`config.mk`:
```
export PLATFORM = sky130hd
export DESIGN_NAME = irq_nest_ctrl
export DESIGN_NICKNAME = d
export VERILOG_FILES = /design/src/rtl/irq_pkg.sv /design/src/rtl/irq_prio_enc.sv /design/src/rtl/irq_nest_ctrl.sv
export SDC_FILE = /design/constraint.sdc
export NUM_CORES = 1
export LEC_CHECK = 0
export CAP_MARGIN = 10
export CORE_ASPECT_RATIO = 0.75
export CORE_UTILIZATION = 34
export CTS_CLUSTER_DIAMETER = 30
export DETAILED_ROUTE_END_ITERATION = 6
export PLACE_DENSITY = 0.78
export SETUP_SLACK_MARGIN = 0.05
export SYNTH_ARGS = -nofsm -noshare
export SYNTH_HDL_FRONTEND = slang
export SYNTH_SLANG_ARGS = --single-unit
```
`constraint.sdc`:
```
create_clock -name clk -period 1.57 [get_ports clk]
set_input_delay 0.157 -clock clk [delete_from_list [all_inputs] [get_ports clk]]
set_output_delay 0.157 -clock clk [all_outputs]
set_load 0.01 [all_outputs]
```
`src/rtl/irq_pkg.sv`:
```
// Shared level encodings, FSM state type and level-mask helpers for the nested
// interrupt controller.
package irq_pkg;

    localparam int unsigned NUM_LVL = 3;

    localparam logic [1:0] LVL_NONE = 2'd0;
    localparam logic [1:0] LVL_1    = 2'd1;
    localparam logic [1:0] LVL_2    = 2'd2;
    localparam logic [1:0] LVL_3    = 2'd3;

    typedef enum logic {ST_IDLE, ST_REQ} irq_state_e;

    function automatic logic [NUM_LVL-1:0] lvl_onehot(input logic [1:0] lvl);
        unique case (lvl)
            LVL_1:   lvl_onehot = 3'b001;
            LVL_2:   lvl_onehot = 3'b010;
            LVL_3:   lvl_onehot = 3'b100;
            default: lvl_onehot = 3'b000;
        endcase
    endfunction

    // Levels strictly above lvl; only these may preempt the current service level.
    function automatic logic [NUM_LVL-1:0] above_mask(input logic [1:0] lvl);
        unique case (lvl)
            LVL_NONE: above_mask = 3'b111;
            LVL_1:    above_mask = 3'b110;
            LVL_2:    above_mask = 3'b100;
            default:  above_mask = 3'b000;
        endcase
    endfunction

endpackage

```
`src/rtl/irq_prio_enc.sv`:
```
// Highest-set-bit encoder: 3-bit level vector to 2-bit level index, 0 when empty.
module irq_prio_enc
    import irq_pkg::*;
(
    input  logic [NUM_LVL-1:0] i_vec,
    output logic [1:0]         o_idx
);

    always_comb begin
        if (i_vec[2]) begin
            o_idx = LVL_3;
        end else if (i_vec[1]) begin
            o_idx = LVL_2;
        end else if (i_vec[0]) begin
            o_idx = LVL_1;
        end else begin
            o_idx = LVL_NONE;
        end
    end

endmodule

```
`src/rtl/irq_nest_ctrl.sv`:
```
// Three-level nested interrupt controller: edge-latched requests, presentation FSM
// and in-service tracking so only a higher level can preempt the one being served.
module irq_nest_ctrl
    import irq_pkg::*;
#(
    parameter logic [31:0] VEC_BASE   = 32'h0000_0800,
    parameter logic [31:0] VEC_STRIDE = 32'h0000_0080
) (
    input  logic               clk,
    input  logic               clr,
    input  logic [NUM_LVL-1:0] inter,
    input  logic               int_en,
    input  logic [NUM_LVL-1:0] int_mask,
    output logic               irq,
    output logic [1:0]         irq_level,
    output logic [31:0]        irq_vec,
    input  logic               irq_ack,
    input  logic               eret,
    output logic [NUM_LVL-1:0] pending,
    output logic [NUM_LVL-1:0] running
);

    irq_state_e         r_state, w_state_d;
    logic [1:0]         r_level, w_level_d;
    logic [NUM_LVL-1:0] r_inter_q, r_pending, r_running;
    logic [NUM_LVL-1:0] w_pending_d, w_running_d, w_elig;
    logic [1:0]         w_cur, w_best;
    logic               w_ack;

    irq_prio_enc u_cur_enc (
        .i_vec (r_running),
        .o_idx (w_cur)
    );

    assign w_elig = r_pending & int_mask & {NUM_LVL{int_en}} & above_mask(w_cur);

    irq_prio_enc u_best_enc (
        .i_vec (w_elig),
        .o_idx (w_best)
    );

    // An ack only counts while a level is actually being presented.
    assign w_ack = irq_ack && (r_state == ST_REQ);

    // A fresh edge on the acked level re-arms it, so set is applied after clear.
    assign w_pending_d = (r_pending & ~(w_ack ? lvl_onehot(r_level) : '0)) |
                         (inter & ~r_inter_q);
    assign w_running_d = (r_running & ~(eret ? lvl_onehot(w_cur) : '0)) |
                         (w_ack ? lvl_onehot(r_level) : '0);

    always_ff @(posedge clk or negedge clr) begin
        if (!clr) begin
            r_state   <= ST_IDLE;
            r_level   <= LVL_NONE;
            r_inter_q <= '0;
            r_pending <= '0;
            r_running <= '0;
        end else begin
            r_state   <= w_state_d;
            r_level   <= w_level_d;
            r_inter_q <= inter;
            r_pending <= w_pending_d;
            r_running <= w_running_d;
        end
    end

    always_comb begin
        w_state_d = r_state;
        w_level_d = r_level;
        unique case (r_state)
            ST_IDLE: begin
                if (w_best != LVL_NONE) begin
                    w_state_d = ST_REQ;
                    w_level_d = w_best;
                end
            end
            ST_REQ: begin
                if (irq_ack || (w_best == LVL_NONE)) begin
                    w_state_d = ST_IDLE;
                    w_level_d = LVL_NONE;
                end else begin
                    w_level_d = w_best;
                end
            end
            default: begin
                w_state_d = ST_IDLE;
                w_level_d = LVL_NONE;
            end
        endcase
    end

    always_comb begin
        irq       = 1'b0;
        irq_level = LVL_NONE;
        if (r_state == ST_REQ) begin
            irq       = 1'b1;
            irq_level = r_level;
        end
        irq_vec = VEC_BASE + {30'd0, irq_level} * VEC_STRIDE;
    end

    assign pending = r_pending;
    assign running = r_running;

endmodule

```
### Word level (Yosys, flattened, before mapping)

Index checks and enable logic that the tools add are counted.

* bits in registers: 12
* logic and storage cells: 49

* $add $sub $neg: 1
* equal/unequal tests: 7
* multiplexer cells: 19
* bitwise gates (word level): 12
* reduce and logical (&&, ||, !) cells: 5

Operators with widths (count)
* 3-bit case mux with 3 select lines: 3
* 3-bit bitwise AND: 6
* 2-bit 2-to-1 mux: 7
* 12-bit by 9-bit adder with 13-bit output (first input constant): 1
* 3-bit NOT: 3
* 2-bit equality test (second input constant): 4
* 3-bit 2-to-1 mux: 2
* 3-bit bitwise OR: 2
* 1-bit 2-to-1 mux: 5
* 2-bit by 1-bit equality test with 1-bit output (second input constant): 2
* 2-bit logical NOT: 2
* 2-bit case mux with 2 select lines: 1
* 2-bit != test (second input constant): 1
* 1-bit case mux with 2 select lines: 1
* 2-bit nonzero test: 1
* 1-bit logical AND: 1
* 1-bit logical OR: 1
* 1-bit NOT: 1

### Logic depth before layout (Yosys ltp)

Gate-level depths: netlist (run 1).

* depth in word-level cells: 13
* gate-level depth with buffers: 4

### Modules after synthesis

A second synthesis (run 1) with hierarchy kept.

* cell total of the unflattened synthesis: 90
* area total of the unflattened synthesis: 775.7 sq um

By module, submodules not included
* irq_nest_ctrl: times used 1, cells an instance 84, area an instance 740.7 sq um, sequential area each 300.3 sq um
* irq_prio_enc: times used 2, cells an instance 3, area an instance 17.5 sq um, sequential area each 0.0 sq um

### Worst setup path after synthesis (run 1)

No wires, ideal clock.

* kind: reg-to-reg
* from: register r_running[2] (netlist: running[2])
* to: register r_level[1]
* arrival time: 1128 ps
* path slack: 306 ps
* stages on the path, launching flop included: 5
* path buffers: 0
* clock period less this slack: 1264 ps
* cells stage by stage: dfrtp_1 nor3b_2 nand4b_2 a211oi_2 o22ai_1

* longest elaborated chain between the ends: 11
* elaborated cells between the ends (all ways): 16
* those cells by class: eq/ne: 3; mux: 8; bitwise: 1; reduce/logical: 4

RTL lines
* from (decl): line irq_nest_ctrl.sv:25 `logic [NUM_LVL-1:0] r_inter_q, r_pending, r_running;`
* from (signal assigned): line irq_nest_ctrl.sv:63 `r_running <= w_running_d;`
* 2-bit 2-to-1 mux (*): line irq_prio_enc.sv:10 `if (i_vec[2]) begin`
* 2-bit equality test (tied with other cells): line irq_pkg.sv:25 `unique case (lvl)`
* 3-bit case mux with 3 select lines (*): line irq_pkg.sv:25
* 3-bit bitwise AND (*): line irq_nest_ctrl.sv:35 `assign w_elig = r_pending & int_mask & {NUM_LVL{int_en}} & above_mask(w_cur);`
* 1-bit 2-to-1 mux: line irq_prio_enc.sv:14 `end else if (i_vec[0]) begin`
* 2-bit 2-to-1 mux: line irq_prio_enc.sv:12 `end else if (i_vec[1]) begin`
* 2-bit 2-to-1 mux (*): line irq_prio_enc.sv:10
* 2-bit logical NOT: line irq_nest_ctrl.sv:78 `if (irq_ack || (w_best == LVL_NONE)) begin`
* 1-bit logical OR: line irq_nest_ctrl.sv:78
* 2-bit 2-to-1 mux: line irq_nest_ctrl.sv:78
* 2-bit case mux with 2 select lines: line irq_nest_ctrl.sv:70 `unique case (r_state)`
* to (signal assigned): line irq_nest_ctrl.sv:60 `r_level <= w_level_d;`
* to (decl): line irq_nest_ctrl.sv:24 `logic [1:0] r_level, w_level_d;`

Mark *: on every way between the ends. The rest lies on a longest branch, timed or not. The select of a mux whose other input is x is not followed.
A chain may end at the register's enable or synchronous reset.

### Worst setup path after layout (run 1)

* from: register r_state
* to: output port irq

* longest elaborated chain between the ends: 1

RTL lines
* from (decl): line irq_nest_ctrl.sv:23 `irq_state_e r_state, w_state_d;`
* from (signal assigned): line irq_nest_ctrl.sv:59 `r_state <= w_state_d;`
* 1-bit 2-to-1 mux: line irq_nest_ctrl.sv:95 `if (r_state == ST_REQ) begin`
* to (decl): line irq_nest_ctrl.sv:14 `output logic irq,`

Every way passes these cells.

==> flow_summary.yaml, run 1 <==
yosys:
  synth_area_leaders: "dfrtp_1 39%, buf_4 32%, o21ai_0 5.9%"
  avgSynthCellArea_sq_um: 9.51
  synth_cells: 80
  netlist_area_sq_um: 761
  synthDistinctLibCells: 21
  yosys_warnings: 0
  ys_seq_elements: 12
  synth_top_area_frac: 0.395
  yosysTopAreaCell: "dfrtp_1"
  ys_seq_area_frac: 0.395
flow_run:
  maxCapViolCount: 0
grt:
  track_usage: 0.131
  grt_pass1_vias: 515
  grt_pass1_wl_microns: 2220
  antenna_found_initial: 0
  overflow: 0
  grt_max_degree: 13
floorplanning:
  rows: 14
  die_area_sq_um: 2430
  die_w_microns: 56.6
  die_height_microns: 43.0
  ios: 52
  start_util: 0.371
  core_region_area_sq_um: 2050
timing:
  worst_slack_ps: 109
  slew_headroom: 0.636
  setup_viol: 0
  slew_viol_final: 0
  rsz0062_at_grt: "false"
  max_clock_freq_mhz: 684
  fin_crit_ps: 1460
  skew_ps: 2.65
  tightest_slew_ps: 544
  hold_violations: 0
  timing.final.crit_share: 0.931
  finalSetupTns_ps: 0
cells_and_area:
  nets: 118
  fillCellCount: 194
  final_cell_count_no_fill: 130
  n_antenna_cell: 0
  syn_to_final_growth_pct: 25.0
  layout-drive-gt1-share: 0.151
  design_area_sq_um: 951
detailed_routing:
  viasPerCell: 4.18
  drt_pre_antenna_iters: 4
  wirelength_microns: 1380
  wire_per_inst_microns: 10.6
  first_iter_violations: 3
  drcViolationCount: 0
  ant_nets: 0
  num_vias: 544
place:
  dpl-instance-area_sq_um: 866
  io_buffers: 21
  routabilityCongestion: 0.852
  dp.cells: 121
  hpwl_microns: 1060
  post-place-ws_ps: 61.1
critical_path:
  crit_path_start: "r_state$_DFF_PN0_"
  end_kind: "primary output"
  crit_type: "flip-flop to primary output"
  critPathArrivalTime_ps: 1300
  r2r_start: "running[2]$_DFF_PN0_"
  crit_required_ps: 1410
  worstSetupStartpointType: "flip-flop"
  crit_fanout: 4
clocking:
  cts_buffer_depth: 2
  cts_tree: "yes"
  cts_buffers: 3
  path_clk_slew_ps: 80
  cts_max_level: 1
  root_buffer: "clkbuf_4"
  cts.sinks: 12
  clock_latency_ps: 290
run_status:
  outcome: "finished clean"
power:
  cell_internal_pwr_uw: 902
  switchingPower_uw: 485
  switching_share: 0.350
  peakVddDrop_v: 0.000780
  total_power_uw: 1390
  clkPwrFrac: 0.184
  p_seq_frac: 0.343
  powerDensity_nw_per_um2: 1460
  leakage_uw: 0.000519
  pwr-share-comb: 0.473
hold_path:
  hold_class: "primary input to asynchronous set/reset pin"
[power groups by stage]
stage / logic, uW / clock network, uW / registers, uW
after floorplan: 312 / 0 / 527
after global placement: 512 / 0 / 526
after detailed placement: 526 / 0 / 531
after CTS: 671 / 265 / 475
after global routing: 705 / 277 / 493
final: 656 / 255 / 475
[critical path, cell delays in order, from the launching register on]
cell and delay [ps]:
dfrtp_2 410, buf_4 140, clkdlybuf4s50_1 470
[registers in the layout, indices dropped and copies added, names as in the netlist]
signal and count:
pending 3, r_inter_q 3, running 3, r_level 2, r_state 1
[kinds of logic (layout without fill, tap and decap cells)]
group                  Yosys count  after routing  share of synthesized area
AOI/OAI and AO/OA               16             16                      0.137
buffers and inverters           38             36                      0.345
DFF                             12             12                      0.395
other                            2             30                    0.00987
and+or+nand+nor                 12             12                      0.113
[layer usage]
layer,vias up,track usage,share of wire
li1,258,-,-
met1,248,0.141,0.41
met2,34,0.216,0.47
met3,4,0.0549,0.096
met4,0,0.0732,0.021
met5,-,0,0
[placed cells by master, fill, tap and decap left out, drive strengths merged, types with 2 or more instances in the layout]
cell / instances
conb: 30
clkdlybuf4s50: 17
dfrtp: 12
o21ai: 9
inv: 6
buf: 5
dlymetal6s2s: 4
clkbuf: 4
nand3: 2
nor2: 2
and2: 2
[layout make-up]
class / instances / area (sq um) / area share
Sequential cell: 12 / 302 / 0.317
Tap cell: 24 / 30.0 / 0.0316
Multi-Input combinational cell: 58 / 303 / 0.318
Inverter: 6 / 22.5 / 0.0237
Timing Repair Buffer: 26 / 258 / 0.271
Clock buffer: 4 / 36.3 / 0.0382
[Yosys cell counts]
| library cell | count |
|---|---|
| nand2_1 | 1 |
| a22oi_1 | 1 |
| a211oi_2 | 1 |
| nand3_1 | 2 |
| nor3b_2 | 1 |
| a21o_1 | 1 |
| nand4b_2 | 1 |
| and2_1 | 2 |
| buf_4 | 32 |
| nand4_1 | 1 |
| a21oi_2 | 1 |
| o21ai_0 | 9 |
| dfrtp_1 | 12 |
| and4b_2 | 1 |
| conb_1 | 2 |
| o31ai_1 | 1 |
| and3_2 | 1 |
| inv_1 | 6 |
| a22o_1 | 1 |
| o22ai_1 | 1 |
| nor2_1 | 2 |
[repair_timing]
| item | in CTS | in global routing |
|---|---|---|
| buffers inserted | 5 | 0 |
| setup endpoints to repair | 5 | 4 |
| hold buffers | 0 | 0 |
| gates resized for setup | 1 | 4 |
[final timing paths]
| path | end | slack [ps] | cells past startpoint |
|---|---|---|---|
| max in group asynchronous | r_state$_DFF_PN0_ | 960 | 1 |
| hold reg to reg | pending[1]$_DFF_PN0_ | 420 | 1 |
| hold / removal | r_level[1]$_DFFE_PN0P_ | 220 | 1 |
| setup reg to reg | r_level[1]$_DFFE_PN0P_ | 250 | 4 |
| setup / recovery | irq | 110 | 2 |
| min in group clk | r_inter_q[1]$_DFF_PN0_ | 330 | 1 |
[stage by stage]
stage | util | hold slack, ps
2_1_floorplan | - | -139
3_3_place_gp | 0.422 | 405
3_5_place_dp | 0.422 | 420
4_1_cts | 0.459 | 225
5_1_grt | 0.464 | 249
6_report | 0.464 | 220
(Power assumes the default switching activity.)
==> run 2: changes to the inputs <==
Settings changed: SETUP_SLACK_MARGIN 0.05 to 0.02.
==> flow_summary.yaml, run 2 (synthesis gave the netlist of run 1 again) <==
critical_path:
  crit_type: "flip-flop to primary output"
  critPathArrivalTime_ps: 1330
  path_buf_inv: 1
  crit_fanout: 4
  path_delay_family: "buffers and inverters"
  max_stage_delay_ps: 530
  timing.critical_path.cells: "and2_1 -> clkdlybuf4s50_1"
  critPathSlowestCell: "clkdlybuf4s50_1"
  end_kind: "primary output"
  worstSetupStartpointType: "flip-flop"
  crit_required_ps: 1410
timing:
  slew_headroom: 0.636
  fin_crit_ps: 1490
  setup_viol: 0
  finalSetupTns_ps: 0
  slew_viol_final: 0
  tightest_slew_ps: 544
  timing.final.crit_share: 0.947
  rsz0062_at_grt: "false"
  hold_violations: 0
  skew_ps: 2.65
  max_clock_freq_mhz: 673
floorplanning:
  die_area_sq_um: 2430
  core_region_area_sq_um: 2050
  start_util: 0.371
  ios: 52
  die_w_microns: 56.6
  die_height_microns: 43.0
  rows: 14
clocking:
  cts_max_level: 1
  clock_latency_ps: 290
  cts_buffers: 3
  root_buffer: "clkbuf_4"
  cts_buffer_depth: 2
  cts_hold_buf: 0
  cts_tree: "yes"
  path_clk_slew_ps: 80
  cts.sinks: 12
cells_and_area:
  syn_to_final_growth_pct: 24.0
  final_util: 0.460
  n_antenna_cell: 0
  layout_commonest_cell: "conb_1"
  layout-drive-gt1-share: 0.151
  nets: 118
  final_cell_count_no_fill: 130
  fillCellCount: 199
  final_cell_mix: "30 x conb_1, 20 x clkdlybuf4s50_1, 11 x dfrtp_1"
detailed_routing:
  drt_pre_antenna_iters: 4
  drcViolationCount: 0
  first_iter_violations: 3
  viasPerCell: 4.18
  ant_nets: 0
  wirelength_microns: 1370
  num_vias: 544
  wire_per_inst_microns: 10.5
place:
  routabilityCongestion: 0.852
  hpwl_microns: 1060
  io_buffers: 21
  dp.cells: 121
grt:
  grt_pass1_vias: 515
  grt_max_degree: 13
  track_usage: 0.131
  grt_pass1_wl_microns: 2220
  overflow: 0
  antenna_found_initial: 0
power:
  peakVddDrop_v: 0.000780
  leakage_uw: 0.000472
  powerDensity_nw_per_um2: 1480
flow_run:
  maxCapViolCount: 0
run_status:
  outcome: "finished clean"
hold_path:
  hold_class: "primary input to asynchronous set/reset pin"
## run 2: cell type report
class                           instances  area, sq um  share of cell area
Inverter                                6         22.5              0.0239
Tap cell                               24         30.0              0.0318
Multi-Input combinational cell         58          303               0.321
Timing Repair Buffer                   26          250               0.265
Sequential cell                        12          302               0.320
Clock buffer                            4         36.3              0.0385
## run 2: report_power, final
| group | total (uW) | leakage, uW | switching, uW | internal [uW] |
|---|---|---|---|---|
| Clock | 255 | 0.0000210 | 114 | 141 |
| Combinational | 664 | 0.000312 | 299 | 366 |
| Sequential | 475 | 0.000139 | 72.6 | 403 |
| Total | 1400 | 0.000472 | 485 | 910 |
## run 2: what timing repair did
action / in CTS / in global routing
gates resized for setup: 1 / 1
buffers inserted: 5 / 0
endpoints found under the setup margin: 5 / 1
## run 2: metrics by stage
stage                     hold slack (ps)  cell area [sq um]  power, uW  worst slack, ps
after floorplan                      -139                866        839              306
after global placement                405                866       1040              124
after detailed placement              420                866       1060             61.1
after CTS                             225                941       1410             68.8
after global routing                  249                943       1480             24.3
final                                 220                943       1400             83.7
## run 2: final timing paths
check	start	endpoint	slack (ps)	cells past startpoint
worst min-delay path	clr	r_level[1]$_DFFE_PN0P_	220	1
min in group clk	inter[1]	r_inter_q[1]$_DFF_PN0_	330	1
worst min register to register	r_inter_q[1]$_DFF_PN0_	pending[1]$_DFF_PN0_	420	1
max in group asynchronous	clr	r_state$_DFF_PN0_	960	1
worst max register to register	running[2]$_DFF_PN0_	r_level[1]$_DFFE_PN0P_	250	4
worst max-delay path	r_state$_DFF_PN0_	irq_vec[8]	80	2
## run 2: routing by layer
| metal | wire [microns] | vias up | GRT usage |
|---|---|---|---|
| li1 | - | 258 | - |
| met3 | 125 | 4 | 0.0549 |
| met1 | 564 | 248 | 0.141 |
| met5 | 0 | - | 0 |
| met2 | 650 | 34 | 0.216 |
| met4 | 29 | 0 | 0.0732 |
